`src/rtl/load_store_unit.sv`:
```
// rtl/load_store_unit.sv - data memory port initiator for the MEM stage (optional MISALIGN_TRAP_EN)
module load_store_unit #(
    parameter int ADDR_WIDTH   = 32,
    parameter int DATA_WIDTH   = 32,
    parameter int READ_LATENCY = 2
) (
    input  logic                  clk,
    input  logic                  rst,
    input  logic                  req_valid,
    output logic                  req_ready,
    input  logic                  req_is_store,
    input  logic [2:0]            req_funct3,
    input  logic [ADDR_WIDTH-1:0] req_addr,
    input  logic [DATA_WIDTH-1:0] req_wdata,
    output logic                  resp_valid,
    output logic [DATA_WIDTH-1:0] resp_data,
    output logic                  resp_err,
    output logic [ADDR_WIDTH-1:0] mem_address,
    output logic [DATA_WIDTH-1:0] mem_write_data,
    output logic [2:0]            mem_funct3,
    output logic                  mem_write,
    output logic                  mem_read,
    input  logic [DATA_WIDTH-1:0] mem_read_data
);

    typedef enum logic [2:0] {
        S_IDLE,
        S_STORE,
        S_LOAD,
        S_CAPTURE,
        S_RESP
    } state_t;

    localparam int CW = $clog2(READ_LATENCY) + 1;
    localparam logic [CW-1:0] CNT_LAST = CW'(READ_LATENCY - 1);

    state_t          state;
    state_t          state_nxt;
    logic [CW-1:0]   cnt;
    logic            err_q;
    logic            accept;
    logic            funct3_legal;
    logic            misaligned;
    logic            req_bad;

    assign accept = req_valid & req_ready;

    // Classify the incoming request: illegal encodings (and optionally misaligned accesses) go to the error path
    always_comb begin
        funct3_legal = 1'b0;
        misaligned   = 1'b0;
        if (req_is_store) begin
            funct3_legal = (req_funct3 == 3'b000) || (req_funct3 == 3'b001) || (req_funct3 == 3'b010);
        end else begin
            funct3_legal = (req_funct3 == 3'b000) || (req_funct3 == 3'b001) || (req_funct3 == 3'b010) ||
                           (req_funct3 == 3'b100) || (req_funct3 == 3'b101);
        end
`ifdef MISALIGN_TRAP_EN
        if (req_funct3[1:0] == 2'b01) begin
            misaligned = req_addr[0];
        end else if (req_funct3 == 3'b010) begin
            misaligned = (req_addr[1:0] != 2'b00);
        end
`endif
        req_bad = !funct3_legal || misaligned;
    end

    // Next-state and strobe decode; strobes depend on state only
    always_comb begin
        state_nxt  = state;
        req_ready  = 1'b0;
        mem_write  = 1'b0;
        mem_read   = 1'b0;
        resp_valid = 1'b0;
        resp_err   = 1'b0;
        case (state)
            S_IDLE: begin
                req_ready = 1'b1;
                if (accept) begin
                    if (req_bad) begin
                        state_nxt = S_RESP;
                    end else if (req_is_store) begin
                        state_nxt = S_STORE;
                    end else begin
                        state_nxt = S_LOAD;
                    end
                end
            end
            S_STORE: begin
                mem_write = 1'b1;
                state_nxt = S_RESP;
            end
            S_LOAD: begin
                mem_read = 1'b1;
                if (cnt == CNT_LAST) begin
                    state_nxt = S_CAPTURE;
                end
            end
            S_CAPTURE: begin
                state_nxt = S_RESP;
            end
            S_RESP: begin
                resp_valid = 1'b1;
                resp_err   = err_q;
                state_nxt  = S_IDLE;
            end
            default: begin
                state_nxt = S_IDLE;
            end
        endcase
    end

    // State register
    always_ff @(posedge clk or posedge rst) begin
        if (rst) begin
            state <= S_IDLE;
        end else begin
            state <= state_nxt;
        end
    end

    // Read-latency counter: restarts on accept, saturates at the last load cycle
    always_ff @(posedge clk or posedge rst) begin
        if (rst) begin
            cnt <= '0;
        end else if (accept) begin
            cnt <= '0;
        end else if (state == S_LOAD && cnt != CNT_LAST) begin
            cnt <= cnt + CW'(1);
        end
    end

    // Request latch (held until the next accept) and response data capture
    always_ff @(posedge clk or posedge rst) begin
        if (rst) begin
            mem_address    <= '0;
            mem_write_data <= '0;
            mem_funct3     <= '0;
            err_q          <= 1'b0;
            resp_data      <= '0;
        end else if (accept) begin
            mem_address    <= req_addr;
            mem_write_data <= req_wdata;
            mem_funct3     <= req_funct3;
            err_q          <= req_bad;
            resp_data      <= '0;
        end else if (state == S_CAPTURE) begin
            resp_data      <= mem_read_data;
        end
    end

endmodule

```
`config.mk`:
```
export PLATFORM = sky130hd
export DESIGN_NAME = load_store_unit
export DESIGN_NICKNAME = d
export VERILOG_FILES = /design/src/rtl/load_store_unit.sv
export SDC_FILE = /design/constraint.sdc
export NUM_CORES = 1
export LEC_CHECK = 0
export CAP_MARGIN = 5
export CORE_MARGIN = 8
export CORE_UTILIZATION = 58
export CTS_CLUSTER_SIZE = 24
export DETAILED_ROUTE_END_ITERATION = 16
export DONT_BUFFER_PORTS = 1
export HOLD_SLACK_MARGIN = 0.1
export PLACE_DENSITY = 0.78
export SLEW_MARGIN = 20
export SYNTH_ARGS = -nofsm -noshare
export SYNTH_HDL_FRONTEND = slang
export SYNTH_SLANG_ARGS = --single-unit
export TNS_END_PERCENT = 10
```
`constraint.sdc`:
```
create_clock -name clk -period 8.8 [get_ports clk]
set_input_delay 1.76 -clock clk [delete_from_list [all_inputs] [get_ports clk]]
set_output_delay 1.76 -clock clk [all_outputs]
set_load 0.005 [all_outputs]
```
=== Yosys cells after proc, flatten, opt, wreduce, memory -nomap -nowiden ===
Cells that the tools add are included.

* Reduce and logical (&&, ||, !) cells: 12
* Eq/ne operators: 12
* $add $sub $neg: 1
* Bitwise logic cells: 1
* Multiplexer cells: 15

{| class="wikitable"
|+ Operators with widths
! operator !! count
|-
| 32-bit two-way mux || 2
|-
| 3-bit by 2-bit equality test with 1-bit output (second input constant) || 3
|-
| 3-bit equality test (second input constant) || 3
|-
| 3-bit two-way mux || 3
|-
| 3-bit case mux with 3 select lines || 1
|-
| 3-bit by 1-bit equality test with 1-bit output (second input constant) || 2
|-
| 3-bit logical NOT || 2
|-
| 1-bit two-way mux || 6
|-
| 2-bit two-way mux || 3
|-
| 1-bit logical OR || 4
|-
| 2-bit inequality test (second input constant) || 2
|-
| 2-bit nonzero test || 2
|-
| 2-bit by 1-bit adder with 2-bit output (second input constant) || 1
|-
| 2-bit by 1-bit equality test with 1-bit output (second input constant) || 1
|-
| 2-bit by 1-bit inequality test with 1-bit output (second input constant) || 1
|-
| 2-bit AND reduction || 1
|-
| 2-bit OR reduction || 1
|-
| 1-bit bitwise AND || 1
|-
| 1-bit logical AND || 1
|-
| 1-bit logical NOT || 1
|}

* Bits in registers: 105
* Bits of input ports: 103
* Output and inout port bits: 104

=== Longest topological paths before layout ===
* Depth in word-level cells: 9
* Mapped depth: 7
* Depth with buffers taken out: 5

=== Worst setup path before layout ===
OpenSTA, ideal clock, no wires.

* Path type: input port to flip-flop
* Start: in req_valid
* End: reg mem_address[0]
* Setup slack: 6.082 ns
* Data arrival time: 2.591 ns
* Stages: 5
* Buffers on the path: 2
* Required time: 8.673 ns
* Cell sequence: nand2b_4 nor3_4 buf_6 buf_6 mux2_1

* Word-level cells in the longest chain between the ends: 1

{| class="wikitable"
|+ Ends and longest elaborated chain
! what !! RTL line !! RTL
|-
| from (decl) || 9 || <nowiki>input logic req_valid,</nowiki>
|-
| 1-bit bitwise AND || 46 || <nowiki>assign accept = req_valid & req_ready;</nowiki>
|-
| to (signal assigned) || 142 || <nowiki>mem_address <= req_addr;</nowiki>
|-
| to (decl) || 18 || <nowiki>output logic [ADDR_WIDTH-1:0] mem_address,</nowiki>
|}

Every way passes these cells.
A chain may end at the register's enable or synchronous reset.

=== Worst setup path in the final report ===
* Start: reg state[2]
* End: out resp_err

* Word-level cells in the longest chain between the ends: 2

{| class="wikitable"
|+ Ends and longest elaborated chain
! what !! RTL line !! RTL
|-
| from (decl) || 37 || <nowiki>state_t state;</nowiki>
|-
| from (signal assigned) || 118 || <nowiki>state <= state_nxt;</nowiki>
|-
| 3-bit equality test || 76 || <nowiki>case (state)</nowiki>
|-
| 1-bit two-way mux || 76 ||
|-
| to (decl) || 17 || <nowiki>output logic resp_err,</nowiki>
|}

Every way passes these cells.

==> flow_metrics.tcl <==
set metrics [dict create \
    outcome "completed" \
    die_area_sq_um 10100 \
    fmax_mhz 307 \
    gp_congestion 0.718 \
    p_per_area_nw_per_um2 345 \
    first_pass_iters 4 \
    drcViolationCount 0 \
    cap_viol_max_count 0 \
    synthSimpleGateAreaFrac_pct 8.33 \
    synth_xor_area_share_pct 0.212 \
    cp-start-kind "flop" \
    worst-path-buf-inv 0 \
    fin_ws_ns 5.54 \
    synth_top_family_by_area "multiplexers" \
    grt_pass1_wl_mm 13.8 \
    antenna_cells 0 \
    synth_fa_ha_area_share_pct 0.303 \
    die_w_microns 100 \
    worst_pin_slew_ns 0.923 \
    clk_path_buf_depth 2 \
    period_share_pct 37.1 \
    final_hold_viol_count 0 \
    fin_skew_ns 0.00938 \
    place_ws_ns 5.65 \
    cts_sinks 105 \
    ctsHoldBuffers 0 \
    num_rows 30 \
    slowest_stage "dfrtp_1" \
    fin_setup_tns_ns 0 \
    crit_chain "nor3b_1 > and2_1" \
    cp_slowest_stage_delay_ns 0.56 \
    final_cells 412 \
    overflow 0 \
    clkTransAtPathRegs_ns 0.09 \
    syn_area_sq_um 4130 \
    fp.coreArea_sq_um 6830 \
    hold_ws_ns 0.528 \
    cp_max_fo 10 \
    drt_iter0_markers 68 \
    yosys_warnings 0 \
    slew_viol_final 0 \
    grt_start_max_net_pins 76 \
    maxSlewHeadroom_pct 38.4 \
    worst-setup-path-type "flop to output pin" \
    wire_per_inst_microns 22.6 \
    detail_route.vias_per_cell 5.61 \
    numCtsBuffers 9 \
    htreeDepth 3 \
    io_pins 207 \
    synth_mux_area_share_pct 18.8 \
    nNetsFinal 415 \
    cts_root_buf "clkbuf_8" \
    drive_above_1_share_pct 19.3 \
    numPortBuffers 0 \
    p_leak_uw 0.00185 \
    post-route-min-period_ns 3.26 \
    vias 2311 \
    arrival_ns 1.50 \
    cpLargestDelayFamily "simple AND/OR/NAND/NOR gates" \
    required_ns 7.04 \
    cts_tree "yes" \
    die_h_microns 100 \
    syn_inst 317 \
    dpl.hpwl_mm 6.96 \
    timing.hold.worst.class "flop to flop" \
    dp.cells 395 \
    postCtsSetupBuffers 0 \
    synth_compound_area_share_pct 4.90 \
    routed_wl_mm 9.32 \
    clock_latency_ns 0.36 \
    antenna_found_initial 0 \
    avgSynthCellArea_sq_um 13.0 \
    initial_utilization_pct 60.5 \
    ant_nets 0 \
    track_usage_pct 18.0 \
    power_uw 1500 \
    yosysUniqueCellTypes 29 \
    setup_viol 0 \
    synth_nets 421 \
    ys_seq_area_share_pct 63.6 \
    grt_pass1_vias 2401 \
    ir_drop_mv 0.191 \
    ctsResizeCount 0 \
    synth-seq-cells 105 \
    rsz0062_at_grt "no" \
    end_kind "output pin" \
    area_growth_pct 5.27 \
]
[cell type report]
cell class	count	area, sq um
flip-flops and latches	105	2630
fillers	534	2480
multi-input cells	187	1350
clock buffers	10	138
well taps	96	120
clock inverters	6	65.1
repair buffers	4	37.5
inverters	4	17.5
[sequential cells by signal (all words and copies together) (netlist names)]
name / flops
state: 3
mem_address: 32
cnt: 2
resp_data: 32
mem_write_data: 32
mem_funct3: 3
err_q: 1
[cells by family after synthesis]
family / after synthesis
buffers and inverters: 25
XOR/XNOR: 1
AND/OR/NAND/NOR: 78
adder cells (fa/ha/maj): 1
multiplexers: 69
AO/OA/AOI/OAI: 38
flip-flops: 105
[metal layers]
metal,track usage (%),share of wire [%],vias to the layer above
met5,0,0,-
met4,8.14,1.7,0
met3,8.86,13,13
met2,30.2,52,126
met1,18.5,34,1125
li1,-,-,1047
[cells in the final DEF, fill, tap and decap left out, types with 2 or more instances in the layout]
master and count:
clkinv_2 2, inv_6 2, a21oi_1 32, dfrtp_1 105, buf_4 3, nand2_1 64, nor3_1 2, inv_1 3
nor3b_1 2, clkbuf_8 10, nor2_1 3, mux2_2 37, mux2_1 31
[where the power goes]
| part | total (uW) | internal (uW) | switching [uW] |
|---|---|---|---|
| Sequential | 859 | 682 | 177 |
| Clock | 298 | 140 | 158 |
| Combinational | 343 | 187 | 156 |
| Total | 1500 | 1010 | 491 |
[worst paths after layout]
check,from,end,slack [ns],cells past startpoint
hold reg to reg,mem_write_data[16],mem_write_data[16],0.53,1
hold / removal,mem_write_data[16],mem_write_data[16],0.53,1
setup / recovery,state[2],resp_err,5.54,2
min in group asynchronous,rst,mem_address[18],1.24,1
max in group asynchronous,rst,mem_address[15],6.30,2
setup reg to reg,state[1],mem_address[15],6.80,4
[through the flow]
step | area, sq um | util (%)
after floorplan | 4130 | -
after global placement | 4130 | 60.5
after detailed placement | 4130 | 60.5
after CTS | 4330 | 63.4
after global routing | 4350 | 63.7
final | 4350 | 63.7
[synthesized netlist by cell type]
cell type / number / area, sq um
a211oi_1: 1 / 7.51
nor3_1: 2 / 10.0
nand2b_1: 1 / 6.26
nor3b_1: 2 / 15.0
and3b_1: 1 / 8.76
ha_1: 1 / 12.5
buf_2: 6 / 30.0
buf_4: 6 / 45.0
mux2_1: 31 / 349
mux2_2: 37 / 417
a21boi_0: 1 / 7.51
nor2_1: 3 / 11.3
dfrtp_1: 105 / 2630
nand2b_4: 1 / 13.8
and2_1: 1 / 6.26
a21oi_1: 32 / 160
nand2_1: 64 / 240
o21ai_0: 1 / 5.00
nor3_4: 1 / 16.3
a22o_1: 1 / 8.76
buf_6: 5 / 56.3
nor4b_1: 1 / 8.76
clkbuf_1: 4 / 15.0
a31oi_1: 1 / 6.26
o31ai_1: 1 / 7.51
mux2i_1: 1 / 10.0
inv_1: 4 / 15.0
xnor2_1: 1 / 8.76
nand3b_1: 1 / 7.51
(Power assumes the default switching activity.)
